$ cat config.mk
export PLATFORM = sky130hd
export DESIGN_NAME = instr_fetch
export DESIGN_NICKNAME = d
export VERILOG_FILES = /design/src/rtl/mips_fetch_pkg.sv /design/src/rtl/instr_fetch.sv
export SDC_FILE = /design/constraint.sdc
export NUM_CORES = 1
export LEC_CHECK = 0
export ABC_AREA = 1
export BUFFER_PORTS_ARGS = -buffer_cell sky130_fd_sc_hd__buf_2
export CAP_MARGIN = 20
export CORE_MARGIN = 8
export CORE_UTILIZATION = 47
export DETAILED_ROUTE_END_ITERATION = 10
export PLACE_DENSITY = 0.83
export SLEW_MARGIN = 10
export SYNTH_ARGS = -nofsm -noshare
export SYNTH_HDL_FRONTEND = slang
export SYNTH_SLANG_ARGS = --single-unit
$ cat constraint.sdc
create_clock -name clk -period 3.4 [get_ports clk]
set_input_delay 0.85 -clock clk [delete_from_list [all_inputs] [get_ports clk]]
set_output_delay 0.85 -clock clk [all_outputs]
set_load 0.02 [all_outputs]
$ cat src/rtl/mips_fetch_pkg.sv
// Shared types, reset/halt defaults and the byte-swap helper for the instruction fetch stage.
package mips_fetch_pkg;

   localparam int unsigned XLEN = 32;

   typedef enum logic [2:0] {
      IDLE,
      REQ,
      RESP,
      HOLD,
      HALT
   } fetch_state_t;

   localparam logic [XLEN-1:0] RESET_VECTOR_DEF = 32'hBFC0_0000;
   localparam logic [XLEN-1:0] HALT_ADDR_DEF    = 32'h0000_0000;

   // Reverse byte order of a word fetched over a little-endian byte-addressed bus.
   function automatic logic [XLEN-1:0] byte_swap32(input logic [XLEN-1:0] w);
      return {w[7:0], w[15:8], w[23:16], w[31:24]};
   endfunction

endpackage

$ cat src/rtl/instr_fetch.sv
// Fetch stage: issues instruction reads for pc_in, buffers one instruction for decode,
// and pulses the PC clock-enable on consumption. FETCH_ENDIAN_SWAP_EN byte-reverses fetched words.
module instr_fetch
   import mips_fetch_pkg::*;
#(
   parameter logic [XLEN-1:0] RESET_VECTOR = RESET_VECTOR_DEF,
   parameter logic [XLEN-1:0] HALT_ADDR    = HALT_ADDR_DEF
) (
   input  logic            clk,
   input  logic            reset,
   input  logic [XLEN-1:0] pc_in,
   output logic            pc_enable,
   output logic [XLEN-1:0] mem_address,
   output logic            mem_read,
   input  logic            mem_waitrequest,
   input  logic [XLEN-1:0] mem_readdata,
   output logic [XLEN-1:0] instr,
   output logic [XLEN-1:0] instr_pc,
   output logic            instr_valid,
   input  logic            instr_ready,
   output logic            active,
   output logic            fault
);

   fetch_state_t    state_q, state_d;
   logic [XLEN-1:0] instr_q, instr_d;
   logic [XLEN-1:0] instr_pc_q, instr_pc_d;
   logic            instr_valid_q, instr_valid_d;
   logic            active_q, active_d;
   logic            fault_q, fault_d;

   logic [XLEN-1:0] rd_word;
   logic            pc_is_halt;
   logic            pc_misaligned;

`ifdef FETCH_ENDIAN_SWAP_EN
   assign rd_word = byte_swap32(mem_readdata);
`else
   assign rd_word = mem_readdata;
`endif

   assign pc_is_halt    = (pc_in == HALT_ADDR);
   assign pc_misaligned = (pc_in[1:0] != 2'b00);

   // Next-state and bus/handshake control; mem_read, mem_address and pc_enable follow the
   // current state directly so the request tracks pc_in in the same cycle the PC updates.
   always_comb begin
      state_d       = state_q;
      instr_d       = instr_q;
      instr_pc_d    = instr_pc_q;
      instr_valid_d = instr_valid_q;
      active_d      = active_q;
      fault_d       = fault_q;
      mem_read      = 1'b0;
      mem_address   = '0;
      pc_enable     = 1'b0;

      case (state_q)
         IDLE: state_d = REQ;
         REQ: begin
            if (pc_is_halt) begin
               active_d = 1'b0;
               state_d  = HALT;
            end else if (pc_misaligned) begin
               fault_d  = 1'b1;
               active_d = 1'b0;
               state_d  = HALT;
            end else begin
               mem_read    = 1'b1;
               mem_address = {pc_in[XLEN-1:2], 2'b00};
               if (!mem_waitrequest) begin
                  instr_pc_d = pc_in;
                  state_d    = RESP;
               end
            end
         end
         RESP: begin
            instr_d       = rd_word;
            instr_valid_d = 1'b1;
            state_d       = HOLD;
         end
         HOLD: begin
            if (instr_ready) begin
               pc_enable     = 1'b1;
               instr_valid_d = 1'b0;
               state_d       = REQ;
            end
         end
         HALT: begin
            active_d      = 1'b0;
            instr_valid_d = 1'b0;
         end
         default: state_d = IDLE;
      endcase
   end

   always_ff @(posedge clk) begin
      if (reset) begin
         state_q       <= IDLE;
         instr_q       <= '0;
         instr_pc_q    <= RESET_VECTOR;
         instr_valid_q <= 1'b0;
         active_q      <= 1'b1;
         fault_q       <= 1'b0;
      end else begin
         state_q       <= state_d;
         instr_q       <= instr_d;
         instr_pc_q    <= instr_pc_d;
         instr_valid_q <= instr_valid_d;
         active_q      <= active_d;
         fault_q       <= fault_d;
      end
   end

   assign instr       = instr_q;
   assign instr_pc    = instr_pc_q;
   assign instr_valid = instr_valid_q;
   assign active      = active_q;
   assign fault       = fault_q;

endmodule

* Word-level counts from Yosys, hierarchy flattened
Cells that the tools add are included.
** Cells by class
- Equality and inequality tests :: 7
- Multiplexer cells :: 18
- Bitwise operators :: 4
- Reductions and logical operators :: 10
** Operators by type and width (count)
- 2-to-1 mux 32 bit :: 3
- zero test 32 bit :: 1
- one-hot mux 3 bit (5 select lines) :: 1
- 2-to-1 mux 3 bit :: 4
- 2-to-1 mux 1 bit :: 8
- equality test 3 x 2 -> 1 bit (second input constant) :: 2
- AND reduction 3 bit :: 2
- != test 4 bit (second input constant) :: 1
- NOT 1 bit :: 4
- AND reduction 2 bit :: 2
- AND reduction 4 bit :: 1
- nonzero test 2 bit :: 2
- equality test 3 x 1 -> 1 bit (second input constant) :: 1
- equality test 3 bit (second input constant) :: 1
- zero test 3 bit :: 1
- != test 3 bit (second input constant) :: 1
- one-hot mux 1 bit (3 select lines) :: 1
- nonzero test 3 bit :: 1
- != test 2 bit (second input constant) :: 1
- one-hot mux 1 bit (2 select lines) :: 1
** Storage, ports and cells
- Flip-flop bits (word level) :: 70
- Bits of input ports :: 68
- Output and inout bits :: 101
- Word-level logic and storage cells :: 45

* Depth between registers and ports, before layout
- Word-level depth :: 4
- Depth in mapped cells :: 12

* Worst setup path after synthesis
OpenSTA, ideal clock, no wires.
- Kind :: in2out
- Start point :: input pc_in[1]
- End point :: output mem_address[17]
- Arrival :: 1.862 ns
- Setup slack :: 0.688 ns
- Cell stages on the path :: 7
- Buffers on the path :: 2
- Cells stage by stage :: inv_1 > nand2_1 > inv_1 > buf_2 > nand3_1 > buf_2 > nor2_1
** Between the ends
- Word-level cells in the longest chain between the ends :: 4
- Elaborated cells on any way between the ends :: 5
- Those cells by class :: mux (3); reduce/logical (2)
** RTL lines
- from (decl) :: RTL line instr_fetch.sv:11 : input logic [XLEN-1:0] pc_in,
- branches (longest 2 deep; another with zero test 32 bit)
- 2-to-1 mux 32 bit (*) :: RTL line instr_fetch.sv:61 : if (pc_is_halt) begin
- 2-to-1 mux 32 bit (*) :: RTL line instr_fetch.sv:58 : case (state_q)
- to (decl) :: RTL line instr_fetch.sv:13 : output logic [XLEN-1:0] mem_address,
Every way passes the cells marked *.

* Worst setup path in the final report
- Start point :: input pc_in[9]
- End point :: output mem_address[25]
** Between the ends
- Word-level cells in the longest chain between the ends :: 3
** RTL lines
- zero test 32 bit :: RTL line instr_fetch.sv:42 : assign pc_is_halt = (pc_in == HALT_ADDR);
- 2-to-1 mux 32 bit :: RTL line instr_fetch.sv:61
- 2-to-1 mux 32 bit :: RTL line instr_fetch.sv:58
Every way passes these cells.

==> reports/results.md <==
| Step | Result | Value |
|:---|:---|:---|
| outcome | Status | finished, final reports clean |
| grt | Global-route wire length before repair | 13500 µm |
| drt | Pre-Repair DR Iteration Count | 5 |
| pwr | VDD IR-drop max | 436 µV |
| drt | WL per Instance | 12.7 µm |
| clocking | Register clock-pin slew on the reported worst setup and hold paths | 80 ps |
| drt | Remaining antenna violation count | 0 |
| critical path | Endpoint of the worst register-to-register path | instr_pc[8] |
| timing | Total negative setup slack | 0 ps |
| grt | Overall Global Routing Usage | 18.3% |
| yosys | Ranking of synthesized cells by area | sky130_fd_sc_hd__dfxtp_1 (47%), sky130_fd_sc_hd__inv_1 (11%), sky130_fd_sc_hd__nor2_1 (8.6%), sky130_fd_sc_hd__nand2_1 (8.0%), sky130_fd_sc_hd__o21ai_0 (7.2%) |
| floorplan | Area of the core | 6240 µm² |
| drt | DRC violations left | 0 |
| grt | Maximum number of pins on one net before global-route repair | 63 |
| clocking | TritonCTS buffer count | 9 |
| cells and area | Total of fill cells in the finished design | 571 |
| clocking | Total of cells resized after clock tree synthesis | 0 |
| critical path | Worst setup path category | primary input to primary output |
| yosys | Yosys synthesis warning count | 0 |
| yosys | Netlist area before placement | 3000 µm² |
| cells and area | Most frequent cells in the layout | sky130_fd_sc_hd__buf_2 (166), sky130_fd_sc_hd__inv_1 (85), sky130_fd_sc_hd__dfxtp_1 (70) |
| critical path | Worst-case register-to-register setup slack | 1460 ps |
| clocking | Sinks on the clock net | 70 |
| job | Max cap viols | 0 |
| floorplan | Floorplan die area | 9190 µm² |
| grt | Via count of the first global-routing pass | 3074 |
| grt | Gr ovfl total | 0 |
| critical path | RR Startpoint | state_q[1] |
| cells and area | Layout cells sized above 1 | 33.4% |
| worst hold path | Path class of the lowest-slack min-delay path | register to register |
| timing | Max-slew violation count | 0 |
| critical path | Cell-by-cell trace of the critical path | buf_2 > inv_1 > nand2_1 > nor2_1 > nand2_1 > nor2_1 > nand2_2 > nand3_1 > buf_4 > nor2_1 > buf_2 |
| timing | Final count of hold timing violations | 0 |
| critical path | Critical path's most frequent cell | sky130_fd_sc_hd__nor2_1 |
| cells and area | Most common library cell in the layout ignoring fill and taps | sky130_fd_sc_hd__buf_2 |
| yosys | Number of instances in the synthesized netlist | 435 |
| critical path | CP Capture Type | primary output |
| timing | Final setup vio count | 0 |
| place | HPWL Detailed | 6640 µm |
| grt | Antenna violations before repair | 1 |
| place | GPL Wtd Cong | 0.835 |
| timing | Shortest clock period the worst path allows after layout | 3010 ps |
| clocking | Max Buffers Root-to-Sink | 2 |
| critical path | CP max stage delay | 270 ps |
| critical path | Crit path from | pc_in[9] |
| critical path | Required arrival time at the worst endpoint | 2550 ps |
| floorplan | Y dimension of the die | 95.9 µm |
| cells and area | Final nets | 661 |
| yosys | Average cell area after synthesis | 6.89 µm² |
| floorplan | # IOs | 169 |
| clocking | Quantity of hold-fixing buffers added after cts | 0 |
| clocking | Clock latency on the worst-skew pair | 340 ps |
| clocking | Clock Tree Root | sky130_fd_sc_hd__clkbuf_8 |
| critical path | Depth of the worst register-to-register path | 7 |
| clocking | Clock tree from TritonCTS | yes |
| timing | Worst clock skew | 11.7 ps |
| drt | Violation count after the first detailed-routing iteration | 94 |
| yosys | Fraction of post-synthesis cell area in the top cell type by area | 46.8% |
| pwr | Power per unit of standard cell area | 633 nW/µm² |
| critical path | Crit start category | primary input |
| yosys | Portion of the post-synthesis area used by sequential elements | 46.8% |
| timing | Final worst hold slack | 443 ps |
| yosys | Post-synthesis cell type count | 21 |
| yosys | Number of storage elements in the synthesis netlist | 70 |
| clocking | Post-CTS repair timing setup buffer count | 0 |
| timing | RSZ-0062 raised after global routing | no |
| floorplan | Initial standard-cell utilization of the core | 48.0% |
| drt | Average via count per standard cell | 4.65 |
| critical path | Slowest stage cell, crit path | sky130_fd_sc_hd__buf_4 |
| pwr | Static leakage power | 2.26 nW |
| yosys | Area leader, netlist | sky130_fd_sc_hd__dfxtp_1 |
| cells and area | Number of diodes added for antenna fixing | 0 |
| floorplan | Overall die width | 95.9 µm |
| timing | Slew at the pin closest to its max-slew limit | 519 ps |
| critical path | Max FO, Critical Path | 23 |
| drt | Count of vias placed by the detailed router | 3139 |
| clocking | H-tree level count | 3 |
| timing | Normalized max-slew margin | 65.2% |
| timing | Max frequency | 0.332 GHz |
| drt | Detailed-route wire length | 8540 µm |
| cells and area | Post-synthesis to final-layout area growth | 35.9% |
| critical path | Worst setup endpoint | mem_address[25] |
| floorplan | Total number of placement rows | 29 |
| timing | Final Cycle Share | 88.5% |
| place | Buffers on Ports | 166 |
| critical path | Crit path DAT | 2160 ps |
[cells in the mapped netlist]
cell                       instances
sky130_fd_sc_hd__nand2_1          64
sky130_fd_sc_hd__nor3_1            1
sky130_fd_sc_hd__nand3_2           1
sky130_fd_sc_hd__conb_1            1
sky130_fd_sc_hd__buf_4             4
sky130_fd_sc_hd__a21oi_1          36
sky130_fd_sc_hd__dfxtp_1          70
sky130_fd_sc_hd__nand2_2           1
sky130_fd_sc_hd__o21ai_2           5
sky130_fd_sc_hd__clkbuf_1         13
sky130_fd_sc_hd__o21ai_0          43
sky130_fd_sc_hd__buf_2             6
sky130_fd_sc_hd__buf_6             3
sky130_fd_sc_hd__nand3_1          16
sky130_fd_sc_hd__o21ai_1           6
sky130_fd_sc_hd__nor4_1            1
sky130_fd_sc_hd__inv_2             4
sky130_fd_sc_hd__o211ai_1          3
sky130_fd_sc_hd__nand4_1           2
sky130_fd_sc_hd__nor2_1           69
sky130_fd_sc_hd__inv_1            86
[per-layer routing]
layer / vias up / global-route usage (%) / part of all wire, %
li1: 1637 / - / -
met5: - / 0 / 0.14
met2: 136 / 31.7 / 45
met3: 13 / 7.96 / 13
met1: 1351 / 19.1 / 40
met4: 2 / 7.55 / 1.4
[registers in the layout, summed over array words and instances (netlist names)]
signal	count
instr	32
instr_pc	32
state_q	3
active	1
instr_valid	1
fault	1
[metrics by stage]
step	cells	instance area, µm²	setup WS [ps]	utilization (%)	total power, mW
after global placement	657	3830	428	61.4	1.95
after detailed placement	657	3830	399	61.4	1.97
after CTS	673	4020	387	64.4	2.59
final	675	4070	391	65.3	2.58
after floorplan	436	3000	688	-	1.67
after global routing	675	4070	219	65.3	2.76
[power breakdown]
group,switching [mW],leakage [nW],internal [mW],total [mW]
combinational,0.601,1.61,0.308,0.909
clock,0.320,0.0807,0.286,0.607
sequential,0.0839,0.568,0.980,1.06
total,1.00,2.26,1.57,2.58
[cells by family (layout without fill, tap and decap cells)]
| kind of cell | count (synthesis) | count (layout) | synth area share [%] |
|---|---|---|---|
| AND/OR/NAND/NOR | 155 | 155 | 20.7 |
| buffers and inverters | 116 | 278 | 16.0 |
| AO/OA/AOI/OAI | 93 | 93 | 16.4 |
| flip-flops | 70 | 70 | 46.8 |
| other | 1 | 2 | 0.125 |
[how the worst min path moves through the flow]
stage                     depth (start not counted)        end  startpoint  slack, ps
after global routing                              2   instr[2]    instr[2]        460
after CTS                                         2  instr[10]   instr[10]        450
after floorplan                                   2  instr[10]   instr[10]        520
after global placement                            2  instr[17]   instr[17]        430
after detailed placement                          2  instr[14]   instr[14]        440
final                                             2  instr[14]   instr[14]        440
[worst max-delay path, delay by kind of cell]
kind / cells / cell delay, ps
simple gates: 7 / 680
buf+inv: 4 / 630
[cell type report]
type                       instances  area, µm²  area share [%]
tap                               77       96.3            2.37
timing repair buffer             172        928            22.8
clock inverter                     6       47.5            1.17
sequential                        70       1400            34.4
inverter                          90        338            8.29
clock buffer                      10        138            3.38
multi-input combinational        250       1120            27.6
Power figures use the tool's default switching activity.
